[src/rtl/ierl78_prtyerr_pkg.sv]
// Shared constants, register map offsets and slot state encoding for the
// RL78 ICE parity-error injection sequencer.
package ierl78_prtyerr_pkg;

  localparam int unsigned MAX_NSLOT = 4;
  localparam int unsigned SLOT_IW   = 2;
  localparam int unsigned ADR_W     = 16;
  localparam int unsigned DAT_W     = 16;
  localparam int unsigned HADR_W    = 32;
  localparam int unsigned CNT_W     = 8;

  localparam logic [HADR_W-1:0] ADR_OFS = 32'h0000_0000;
  localparam logic [HADR_W-1:0] CTL_OFS = 32'h0000_0010;
  localparam logic [HADR_W-1:0] STS_OFS = 32'h0000_0020;

  localparam int unsigned CTL_EN      = 0;
  localparam int unsigned CTL_CONT    = 1;
  localparam int unsigned CTL_CNT_LSB = 8;
  localparam int unsigned CTL_CNT_MSB = 15;

  typedef enum logic [1:0] {
    ST_IDLE  = 2'd0,
    ST_ARMED = 2'd1,
    ST_FIRE  = 2'd2,
    ST_DONE  = 2'd3
  } slot_state_e;

  typedef struct packed {
    logic [MAX_NSLOT-1:0] armed;
    logic [MAX_NSLOT-1:0] hit;
  } sts_t;

  // Host address of a per-slot register.
  function automatic logic [HADR_W-1:0] reg_addr(input logic [HADR_W-1:0] base,
                                                 input logic [HADR_W-1:0] ofs,
                                                 input int unsigned       idx);
    return base + ofs + HADR_W'(4 * idx);
  endfunction

endpackage

[src/rtl/ierl78_prtyerr_slot.sv]
// One injection slot: target address, control register, arm/fire FSM and
// the address compare that raises this slot's event request.
module ierl78_prtyerr_slot
  import ierl78_prtyerr_pkg::*;
(
  input  logic             clk,
  input  logic             rst_n,
  input  logic             adr_we,
  input  logic             ctl_we,
  input  logic [DAT_W-1:0] wdata,
  input  logic [ADR_W-1:0] ma,
  input  logic             qual,
  input  logic             win,
  output logic             ev_c,
  output logic             fire_c,
  output logic             armed_c,
  output logic [ADR_W-1:0] adr_rd,
  output logic [DAT_W-1:0] ctl_rd
);

  localparam int unsigned RSV_W = DAT_W - CNT_W - 2;

  slot_state_e      state_q, state_d;
  logic [ADR_W-1:0] adr_q, adr_d;
  logic             en_q, en_d;
  logic             cont_q, cont_d;
  logic [CNT_W-1:0] cnt_q, cnt_d;
  logic [CNT_W-1:0] cnt_dec;

  // State register
  always_ff @(posedge clk or negedge rst_n) begin
    if (!rst_n) state_q <= ST_IDLE;
    else        state_q <= state_d;
  end

  always_ff @(posedge clk or negedge rst_n) begin
    if (!rst_n) begin
      adr_q  <= '0;
      en_q   <= 1'b0;
      cont_q <= 1'b0;
      cnt_q  <= '0;
    end else begin
      adr_q  <= adr_d;
      en_q   <= en_d;
      cont_q <= cont_d;
      cnt_q  <= cnt_d;
    end
  end

  // Next state; a host CTL write overrides the hardware count update
  always_comb begin
    state_d = state_q;
    adr_d   = adr_q;
    en_d    = en_q;
    cont_d  = cont_q;
    cnt_d   = cnt_q;
    cnt_dec = (cnt_q == '0) ? '0 : cnt_q - CNT_W'(1);
    case (state_q)
      ST_ARMED: if (win) state_d = ST_FIRE;
      ST_FIRE: begin
        if (cont_q) begin
          state_d = ST_ARMED;
        end else begin
          cnt_d = cnt_dec;
          if (cnt_dec == '0) begin
            state_d = ST_DONE;
            en_d    = 1'b0;
          end else begin
            state_d = ST_ARMED;
          end
        end
      end
      default: ;
    endcase
    if (adr_we) adr_d = wdata;
    if (ctl_we) begin
      en_d   = wdata[CTL_EN];
      cont_d = wdata[CTL_CONT];
      cnt_d  = wdata[CTL_CNT_MSB:CTL_CNT_LSB];
      if (!wdata[CTL_EN])                         state_d = ST_IDLE;
      else if (!((state_q == ST_ARMED) && win))   state_d = ST_ARMED;
    end
  end

  // Outputs
  always_comb begin
    ev_c    = qual && (ma == adr_q) && (state_q == ST_ARMED);
    fire_c  = (state_q == ST_FIRE);
    armed_c = en_q && (state_q == ST_ARMED);
    adr_rd  = adr_q;
    ctl_rd  = {cnt_q, {RSV_W{1'b0}}, cont_q, en_q};
  end

endmodule

[src/rtl/ierl78_prtyerr_seq.sv]
// Parity-error injection sequencer: read-edge qualification, lowest-index
// arbitration across slots, sticky hit status and the host register port.
module ierl78_prtyerr_seq
  import ierl78_prtyerr_pkg::*;
#(
  parameter int unsigned NSLOT   = 4,
  parameter logic [31:0] BASEADR = 32'h0401_0000
) (
  input  logic        CLK,
  input  logic        SYSRSOUTB,
  input  logic [31:0] ICEIFA,
  input  logic [15:0] ICEDI,
  input  logic        ICEWR,
  output logic [31:0] ICEDOPB,
  input  logic [15:0] MA,
  input  logic        CPURD,
  input  logic        SVMOD,
  input  logic        FCHRAM,
  output logic        RPERR,
  output logic [1:0]  PRTYSLOT
);

  localparam logic [HADR_W-1:0] STS_A = BASEADR + STS_OFS;

  logic                 prev_rd_q, prev_rd_d;
  logic [ADR_W-1:0]     prev_ma_q, prev_ma_d;
  logic                 rperr_q, rperr_d;
  logic [SLOT_IW-1:0]   slot_q, slot_d;
  logic [MAX_NSLOT-1:0] hit_q, hit_d;

  logic                 qual_c, any_ev_c, sts_we_c;
  logic [SLOT_IW-1:0]   win_idx_c;
  logic [MAX_NSLOT-1:0] ev_c, win_c, fire_c, armed_c, adr_we_c, ctl_we_c;
  logic [ADR_W-1:0]     adr_rd [MAX_NSLOT];
  logic [DAT_W-1:0]     ctl_rd [MAX_NSLOT];
  sts_t                 sts_c;

  // Only the first cycle of a read at a given address may inject
  assign qual_c = CPURD && !(prev_rd_q && (prev_ma_q == MA)) && !SVMOD && !FCHRAM;

  always_comb begin
    adr_we_c = '0;
    ctl_we_c = '0;
    for (int unsigned i = 0; i < MAX_NSLOT; i++) begin
      adr_we_c[i] = ICEWR && (ICEIFA == reg_addr(BASEADR, ADR_OFS, i));
      ctl_we_c[i] = ICEWR && (ICEIFA == reg_addr(BASEADR, CTL_OFS, i));
    end
    sts_we_c = ICEWR && (ICEIFA == STS_A);
  end

  for (genvar g = 0; g < MAX_NSLOT; g++) begin : g_slot
    if (g < NSLOT) begin : g_on
      ierl78_prtyerr_slot u_slot (
        .clk     (CLK),
        .rst_n   (SYSRSOUTB),
        .adr_we  (adr_we_c[g]),
        .ctl_we  (ctl_we_c[g]),
        .wdata   (ICEDI),
        .ma      (MA),
        .qual    (qual_c),
        .win     (win_c[g]),
        .ev_c    (ev_c[g]),
        .fire_c  (fire_c[g]),
        .armed_c (armed_c[g]),
        .adr_rd  (adr_rd[g]),
        .ctl_rd  (ctl_rd[g])
      );
    end else begin : g_off
      assign ev_c[g]    = 1'b0;
      assign fire_c[g]  = 1'b0;
      assign armed_c[g] = 1'b0;
      assign adr_rd[g]  = '0;
      assign ctl_rd[g]  = '0;
    end
  end

  // Lowest-index priority encoder
  always_comb begin
    win_c     = '0;
    win_idx_c = '0;
    any_ev_c  = 1'b0;
    for (int unsigned i = 0; i < MAX_NSLOT; i++) begin
      if (ev_c[i] && !any_ev_c) begin
        any_ev_c     = 1'b1;
        win_c[i]     = 1'b1;
        win_idx_c    = SLOT_IW'(i);
      end
    end
  end

  // Hardware hit set takes priority over a simultaneous W1C
  always_comb begin
    prev_rd_d = CPURD;
    prev_ma_d = MA;
    rperr_d   = any_ev_c;
    slot_d    = any_ev_c ? win_idx_c : '0;
    hit_d     = (hit_q & ~(sts_we_c ? ICEDI[MAX_NSLOT-1:0] : '0)) | fire_c;
  end

  always_ff @(posedge CLK or negedge SYSRSOUTB) begin
    if (!SYSRSOUTB) begin
      prev_rd_q <= 1'b0;
      prev_ma_q <= '0;
      rperr_q   <= 1'b0;
      slot_q    <= '0;
      hit_q     <= '0;
    end else begin
      prev_rd_q <= prev_rd_d;
      prev_ma_q <= prev_ma_d;
      rperr_q   <= rperr_d;
      slot_q    <= slot_d;
      hit_q     <= hit_d;
    end
  end

  assign RPERR    = rperr_q;
  assign PRTYSLOT = slot_q;

  // Host read mux, combinational on ICEIFA
  always_comb begin
    ICEDOPB = '0;
    sts_c   = '{armed: armed_c, hit: hit_q};
    if (ICEIFA == STS_A) ICEDOPB = HADR_W'(sts_c);
    for (int unsigned i = 0; i < MAX_NSLOT; i++) begin
      if (ICEIFA == reg_addr(BASEADR, ADR_OFS, i)) ICEDOPB = HADR_W'(adr_rd[i]);
      if (ICEIFA == reg_addr(BASEADR, CTL_OFS, i)) ICEDOPB = HADR_W'(ctl_rd[i]);
    end
  end

endmodule

[config.mk]
export PLATFORM = sky130hd
export DESIGN_NAME = ierl78_prtyerr_seq
export DESIGN_NICKNAME = d
export VERILOG_FILES = /design/src/rtl/ierl78_prtyerr_pkg.sv /design/src/rtl/ierl78_prtyerr_slot.sv /design/src/rtl/ierl78_prtyerr_seq.sv
export SDC_FILE = /design/constraint.sdc
export NUM_CORES = 1
export LEC_CHECK = 0
export CAP_MARGIN = 20
export CORE_MARGIN = 2
export CORE_UTILIZATION = 45
export CTS_CLUSTER_DIAMETER = 200
export DETAILED_ROUTE_END_ITERATION = 10
export PLACE_DENSITY = 0.77
export SLEW_MARGIN = 20
export SYNTH_ARGS = -nofsm -noshare
export SYNTH_HDL_FRONTEND = slang
export SYNTH_SLANG_ARGS = --single-unit
[constraint.sdc]
create_clock -name CLK -period 3.3 [get_ports CLK]
set_clock_uncertainty 0.1 [all_clocks]
set_input_delay 0.66 -clock CLK [delete_from_list [all_inputs] [get_ports CLK]]
set_output_delay 0.66 -clock CLK [all_outputs]
set_load 0.05 [all_outputs]
Word-level counts from Yosys, hierarchy flattened
Index checks and enable logic that the tools add are counted.
Storage, ports and cells
  input port bits: 70
  latch bits: 0
  memory bits (read-only): 0
  memories: 0
  output and inout bits: 35
  register bits: 136
  bits in writable memories: 0
  word-level logic and storage cells: 201
Cells by class
  multipliers: 0
  divide/modulo/power cells: 0
  shift operators: 0
  bitwise operators: 3
  add/sub/neg operators: 4
  mux-type cells: 81
  magnitude comparators: 0
  reduce and logical (&&, ||, !) cells: 62
  equal/unequal tests: 26
Operator list (number)
  32-bit by 27-bit == test with 1-bit output, second input constant: 9
  32-bit 2-to-1 mux: 6
  8-bit 2-to-1 mux: 17
  16-bit == test: 5
  8-bit zero test: 8
  2-bit 2-to-1 mux: 27
  1-bit logical AND: 32
  16-bit 2-to-1 mux: 2
  8-bit by 1-bit subtractor with 8-bit output, second input constant: 4
  1-bit 2-to-1 mux: 24
  2-bit one-hot mux with 2 select lines: 4
  2-bit nonzero test: 8
  3-bit AND reduction: 4
  2-bit by 1-bit == test with 1-bit output, second input constant: 4
  2-bit == test, second input constant: 4
  2-bit by 1-bit inequality test with 1-bit output, second input constant: 4
  2-bit AND reduction: 4
  1-bit zero test: 6
  4-bit AND: 1
  4-bit 2-to-1 mux: 1
  4-bit inverter: 1
  4-bit bitwise OR: 1

Depth between registers and ports, before layout
Gate-level depths: netlist of the first run.
  depth after elaboration: 23
  mapped depth: 10

By module
A second synthesis of the first run with hierarchy kept.
Unflattened totals
  cell total of the unflattened synthesis: 966
  area total of the unflattened synthesis: 9220.1 um^2
Modules (own cells, without submodules)
  ierl78_prtyerr_slot at g_slot[0].g_on.u_slot ...: sequential area each 700.7 um^2, area each 1695.4 um^2, cells each 168, instances 3
  ierl78_prtyerr_seq: sequential area each 600.6 um^2, area each 2387.3 um^2, cells each 296, instances 1
  ierl78_prtyerr_slot at g_slot[3].g_on.u_slot: sequential area each 700.7 um^2, area each 1746.7 um^2, cells each 166, instances 1

Worst setup path before layout of the first run
OpenSTA, ideal clock, no wires.
  kind: input port to output port
  start point: in ICEIFA[1]
  end point: out ICEDOPB[1]
  cell stages on the path: 6
  setup slack: -1.066 ns
  arrival time: 3.606 ns
  buffers on the path: 0
  path through: or4_1 -> nor4_1 -> a31oi_1 -> nor3_1 -> a211oi_1 -> o41ai_1
Between the ends
  longest elaborated chain between the ends: 10
Ends and longest elaborated chain
  from (decl): line ierl78_prtyerr_seq.sv:11  | input logic [31:0] ICEIFA,
  32-bit by 27-bit == test with 1-bit output: line ierl78_prtyerr_seq.sv:123  | if (ICEIFA == STS_A) ICEDOPB = HADR_W'(sts_c);
  8-bit 2-to-1 mux: line ierl78_prtyerr_seq.sv:123
  16-bit 2-to-1 mux: line ierl78_prtyerr_seq.sv:125  | if (ICEIFA == reg_addr(BASEADR, ADR_OFS, i)) ICEDOPB = HADR_W'(adr_rd[i]);
  16-bit 2-to-1 mux: line ierl78_prtyerr_seq.sv:126  | if (ICEIFA == reg_addr(BASEADR, CTL_OFS, i)) ICEDOPB = HADR_W'(ctl_rd[i]);
  32-bit 2-to-1 mux: line ierl78_prtyerr_seq.sv:125
  32-bit 2-to-1 mux: line ierl78_prtyerr_seq.sv:126
  32-bit 2-to-1 mux: line ierl78_prtyerr_seq.sv:125
  32-bit 2-to-1 mux: line ierl78_prtyerr_seq.sv:126
  32-bit 2-to-1 mux: line ierl78_prtyerr_seq.sv:125
  32-bit 2-to-1 mux (*): line ierl78_prtyerr_seq.sv:126
  to (decl): line ierl78_prtyerr_seq.sv:14  | output logic [31:0] ICEDOPB,
Mark *: on every way between the ends. The rest lies on a longest branch, timed or not.

Final worst setup path of the first run
  start point: in ICEIFA[3]
  end point: out ICEDOPB[14]
Between the ends
  longest elaborated chain between the ends: 9
Ends and longest elaborated chain (line)
  32-bit by 27-bit == test with 1-bit output: ierl78_prtyerr_seq.sv:125
  16-bit 2-to-1 mux: ierl78_prtyerr_seq.sv:125
  16-bit 2-to-1 mux: ierl78_prtyerr_seq.sv:126
  32-bit 2-to-1 mux: ierl78_prtyerr_seq.sv:125
  32-bit 2-to-1 mux: ierl78_prtyerr_seq.sv:126
  32-bit 2-to-1 mux: ierl78_prtyerr_seq.sv:125
  32-bit 2-to-1 mux: ierl78_prtyerr_seq.sv:126
  32-bit 2-to-1 mux: ierl78_prtyerr_seq.sv:125
  32-bit 2-to-1 mux (*): ierl78_prtyerr_seq.sv:126
Marked as above.

==> run metrics, run 1 <==
Slew @ Worst Pin=788.6 ps; Commonest cells post-synth=dfrtp_1 (136), mux2_2 (66), a21oi_1 (59); row count=49; RSZ-0062 raised after global routing=true; Post-DP HPWL=19.22 mm; multi-input logic area=5084 um2; die height=140.7 um; WP data required=2540 ps; Setup crit end=ICEDOPB[14]; headroom to the max-slew limit=47.43%; clk sinks=136; layout cells sized above 1=30.68%; minimum clock period=3545 ps; # fillers=1353; mapped cell area=8403 um2; diode count=0; P_sw=1.065 mW; Worst-path clk slew=50 ps; Seq. cell area=3403 um2; DRT antenna net count=0; #FFs+latches synth=136; top_reg_cell synth=dfrtp_1; starting density of the core=46.30%; Warnings, synthesis=0; CTS tree=built; P_int=3.237 mW; CTS buffer count=17; gate count after technology mapping=849; power share of the clock group=48.8%; vias per cell=6.122; VDD IR-drop max=350.2 uV; Comb power frac=11.4%; Final setup viols=16; arrival time at the worst endpoint=2780 ps; leading area contributor after synthesis=dfrtp_1; IO Count=105; final worst slack=-244.7 ps; global-route wire length before repair=42.06 mm; ys async rst share=100.0%; switching part of the total=24.75%; largest net degree at the start of global routing=62; WL/cell=22.28 um; Setup crit start kind=primary input; Pins Over Slew Limit=0; sequential element share of the synthesized area=40.50%; CTS root buf=clkbuf_16; DRT iter0 DRCs=864; CP Class=primary input to primary output; Routability Congestion=0.9420; GRT Overall Usage=27.89%; sequential power share=39.8%; LEAKAGE=5.039 nW; vias=7548; CTS H-tree depth=4; Max Fclk=282.1 MHz; final WL=27.47 mm; port bufs=88; Synth-to-Final Area Change=35.01%; Setup TNS=-2428 ps; GRT Residual Overflow=0; Synth Area per Inst=9.898 um2; Critical R2R Capture=g_slot[3].g_on.u_slot.state_q[1]; period utilization=107.4%; initial antenna violation count=0; Post-synth EDFFs=0; synth top area cells=dfrtp_1 (41%), mux2_2 (8.8%), xnor2_1 (5.8%), a21oi_1 (3.5%), xor2_1 (3.3%); post-synth cell types=60; total power=4.301 mW; r2r setup slk=530 ps; worst r2r path cells=9; failing checks=negative setup slack; Hold WC Path Type=primary input to asynchronous set/reset pin; CP peak stage delay=580 ps; CTS max path bufs=2; count leader, synth=dfrtp_1; 1st-pass router iterations=6; Max-cap violations=0; worst skew pair latency=430 ps; DIE WIDTH=140.7 um; Worst Setup SP=ICEIFA[3]; Final Hold Viols=0; FF-to-FF Start=g_slot[3].g_on.u_slot.cnt_q[0]; status=finished with violations; Die Area=19780 um2; Pwr Density=379.1 nW/um2; Yosys top cell area share=40.50%; Final Net Count=1075; CP max-delay cell=or4_4; CP Capture Type=primary output; vias in the first global route=7312; CP Cell Sequence=buf_6, or4_4, nor4_4, buf_4, and2_4, a222oi_1, a21o_1, a32oi_4, buf_12; Core ar.=18150 um2; drt drc=0; largest fanout on the critical path=3
-- sequential cells by signal, indices dropped and copies added (netlist names) --
| register | cells |
|---|---|
| RPERR | 1 |
| prev_ma_q | 16 |
| g_slot.g_on.u_slot.cnt_q | 32 |
| g_slot.g_on.u_slot.adr_rd | 64 |
| g_slot.g_on.u_slot.state_q | 8 |
| hit_q | 4 |
| PRTYSLOT | 2 |
| g_slot.g_on.u_slot.cont_q | 4 |
| g_slot.g_on.u_slot.en_q | 4 |
| prev_rd_q | 1 |
-- how the worst min path moves through the flow --
| stage | startpoint | endpoint | slack (ps) | cells past startpoint |
|---|---|---|---|---|
| after floorplan | SYSRSOUTB | PRTYSLOT[0] | 260 | 0 |
| after global placement | hit_q[1] | hit_q[1] | 360 | 1 |
| after detailed placement | hit_q[0] | hit_q[0] | 360 | 1 |
| after CTS | SYSRSOUTB | g_slot[3].g_on.u_slot.state_q[1] | 140 | 1 |
| after global routing | SYSRSOUTB | g_slot[3].g_on.u_slot.state_q[1] | 160 | 1 |
| final | SYSRSOUTB | g_slot[3].g_on.u_slot.cnt_q[3] | 120 | 1 |
-- timing repair --
action	4_1_cts	5_1_grt
cloned	1	1
setup buffers	8	6
gates resized for setup	136	37
endpoints found under the setup margin	16	16
pin swaps	26	14
hold buffers	0	0
-- cells by family (layout without fill, tap and decap cells) --
| family | count (synthesis) | count (layout) | share of synthesized area [%] |
|---|---|---|---|
| compound gates | 163 | 163 | 12.66 |
| xor+xnor | 88 | 88 | 9.172 |
| fa+ha+maj | 12 | 12 | 1.787 |
| buf+inv | 87 | 227 | 5.152 |
| flops | 136 | 136 | 40.50 |
| mux | 86 | 86 | 11.87 |
| other cells | 1 | 16 | 0.04463 |
| simple gates | 276 | 276 | 18.82 |
-- metrics by stage --
step / cells / hold slack [ps] / setup slack [ps] / area (um2) / util (%)
3_5_place_dp: 1188 / 364.3 / -606.9 / 10290 / 56.72
2_1_floorplan: 864 / 264.4 / -118.7 / 8635 / -
5_1_grt: 1233 / 162.1 / -288.9 / 11340 / 62.51
6_report: 1233 / 117.6 / -244.7 / 11340 / 62.51
4_1_cts: 1226 / 140.3 / -173.8 / 11150 / 61.44
3_3_place_gp: 1188 / 356.1 / -594.5 / 10290 / 56.72
-- layout make-up --
| cell class | count | area share [%] |
|---|---|---|
| Inverter | 20 | 0.6617 |
| Clock buffer | 18 | 3.871 |
| Tap cell | 229 | 2.526 |
| Multi-Input combinational cell | 641 | 44.81 |
| Clock inverter | 12 | 1.776 |
| Timing Repair Buffer | 177 | 16.36 |
| Sequential cell | 136 | 30.00 |
-- critical path: cells and delay by family --
kind	cells	cell delay (ps)
simple gates	3	1100
compound gates	3	580
buf+inv	3	430
-- layer usage --
layer	track usage, %	vias up	wire (um)
met5	0	-	0
met4	15.63	0	1406
met3	5.571	89	1992
met2	44.08	416	12850
met1	36.05	3684	11220
li1	-	3359	-
-- placed cells by master, fill, tap and decap left out, drive strengths merged, types with 23 or more instances in the layout --
| master | Yosys | routed |
|---|---|---|
| dfrtp | 136 | 136 |
| buf | 30 | 121 |
| mux2 | 79 | 79 |
| nand2 | 61 | 61 |
| a21oi | 59 | 59 |
| xnor2 | 56 | 56 |
| nor2 | 55 | 55 |
| clkdlybuf4s50 | 0 | 39 |
| xor2 | 32 | 32 |
| nor3 | 31 | 31 |
| o21ai | 30 | 30 |
| nand3 | 27 | 27 |
| nor4 | 26 | 26 |
| clkbuf | 37 | 23 |
-- power by group through the flow --
stage,Combinational [mW],Sequential [mW],Clock (mW)
global placement,0.466,1.74,0
detailed placement,0.473,1.74,0
finish,0.489,1.71,2.10
floorplan,0.248,1.74,0
CTS,0.473,1.71,2.11
global route,0.523,1.71,2.19
(Power assumes the default switching activity.)
==> run 2, diff against run 1 <==
MAX_ROUTING_LAYER = met4   (was default)
==> run metrics, run 2 (same netlist as run 1, synthesis figures left out) <==
status=finished with violations; failing checks=negative setup slack; 1st-pass router iterations=5; CTS tree=built; multi-input logic area=5087 um2; most frequent cells in the layout=dfrtp_1 (136), buf_4 (67), mux2_2 (66); Final Net Count=1077; CP peak stage delay=600 ps; clk sinks=136; Slew @ Worst Pin=798.9 ps; Largest register FFs=64; Critical R2R Capture=g_slot[3].g_on.u_slot.state_q[1]; layout cells sized above 1=29.99%; minimum clock period=3473 ps; Hold WC Path Type=primary input to asynchronous set/reset pin; CTS root buf=clkbuf_16; LEAKAGE=4.987 nW; Crit path buffers/inverters=2; Worst-path clk slew=60 ps; CTS H-tree depth=4; starting density of the core=46.30%; # fillers=1383; Worst Setup SP=ICEIFA[3]; CTS buffer count=17; Seq. cell area=3403 um2; Synth-to-Final Area Change=34.47%; Final Hold Viols=0; IO Count=105; CP Cell Sequence=buf_6, or4_4, nor4_4, a31oi_1, nor3_2, a211oi_2, o41ai_4, buf_12; hold_ws=107.9 ps; Pwr Density=360.3 nW/um2; drt drc=0; Max-cap violations=0; largest net degree at the start of global routing=67; GRT Overall Usage=28.85%; vias in the first global route=7412; worst skew pair latency=430 ps; Final setup viols=16; WP data required=2540 ps; r2r setup slk=530 ps; CTS Hold Bufs=0; largest fanout on the critical path=3; final WL=27.63 mm; port bufs=88; delay-heaviest family, CP=simple AND/OR/NAND/NOR gates; DRT iter0 DRCs=864; number of cells on the critical path=8; headroom to the max-slew limit=46.25%; CP max-delay cell=or4_4; worst r2r path cells=9; Max Fclk=287.9 MHz; Die Area=19780 um2; global-route wire length before repair=42.17 mm; Setup crit start kind=primary input; final worst slack=-173.4 ps; CP Class=primary input to primary output; arrival time at the worst endpoint=2710 ps; Routability Congestion=0.9568; DIE WIDTH=140.7 um; VDD IR-drop max=399.2 uV; WL/cell=22.35 um; vias per cell=6.154; vias=7606; leading cell type in the layout, fill and taps excluded=dfrtp_1; row count=49; Pins Over Slew Limit=0; initial antenna violation count=0; period utilization=105.3%; diode count=0; RSZ-0062 raised after global routing=true; FF-to-FF Start=g_slot[3].g_on.u_slot.cnt_q[0]; Setup crit end=ICEDOPB[1]; Post-DP HPWL=19.26 mm; DRT antenna net count=0; Finished Cell Area=11300 um2; CTS max path bufs=2; placed instance area=10250 um2; GRT Residual Overflow=0; CP Capture Type=primary output; Core ar.=18150 um2; die height=140.7 um
-- run 2: changes by cell type in the layout (fill, tap and decap cells not counted), moves of 4 or more --
cell,before,now
buf_6,16,21
o21ai_1,3,8
a221oi_1,9,5
a221oi_4,0,4
a22oi_1,1,5
a22oi_2,7,3
-- run 2: area by class of cell --
cell class | count | area share (%)
clock buffer | 19 | 3.831
clock inverter | 12 | 1.141
inverter | 20 | 0.6644
multi-input combinational | 641 | 45.02
sequential | 136 | 30.12
tap | 229 | 2.536
timing repair buffer | 179 | 16.69
-- run 2: how the worst min path moves through the flow --
| stage | endpoint | start | slack (ps) | cells after the start |
|---|---|---|---|---|
| 2_1_floorplan | PRTYSLOT[0] | SYSRSOUTB | 260 | 0 |
| 3_3_place_gp | hit_q[1] | hit_q[1] | 360 | 1 |
| 3_5_place_dp | hit_q[0] | hit_q[0] | 360 | 1 |
| 4_1_cts | g_slot[3].g_on.u_slot.cnt_q[3] | SYSRSOUTB | 150 | 1 |
| 5_1_grt | g_slot[3].g_on.u_slot.cnt_q[3] | SYSRSOUTB | 160 | 1 |
| 6_report | g_slot[3].g_on.u_slot.cnt_q[3] | SYSRSOUTB | 110 | 1 |
-- run 2: metal layers --
layer | wire (um) | up-vias | GRT usage [%]
met1 | 10690 | 3697 | 35.35
met3 | 2685 | 116 | 7.371
met2 | 12720 | 446 | 43.90
li1 | - | 3347 | -
met5 | 0 | - | -
met4 | 1525 | 0 | 15.68
-- run 2: through the flow --
| step | setup TNS, ps | utilization, % | power (mW) | instances | setup slack (ps) |
|---|---|---|---|---|---|
| final | -1718 | 62.27 | 4.071 | 1236 | -173.4 |
| after global routing | -2609 | 62.27 | 4.187 | 1236 | -239.1 |
| after CTS | -1460 | 61.33 | 4.047 | 1225 | -135.0 |
| after detailed placement | -12080 | 56.49 | 2.218 | 1181 | -665.4 |
| after global placement | -10450 | 56.49 | 2.211 | 1181 | -583.8 |
| after floorplan | -296.2 | - | 1.988 | 864 | -118.7 |
-- run 2: where the power goes --
part	internal [mW]	total, mW	switching [mW]
logic	0.194	0.502	0.308
clock network	1.10	1.86	0.751
registers	1.69	1.71	0.0191
total	2.99	4.07	1.08
-- run 2: what timing repair did --
action                     4_1_cts  5_1_grt
buffers inserted                13       11
resized for setup              164       15
cloned                           0        1
pin swaps                       34       13
setup endpoints to repair       16       16
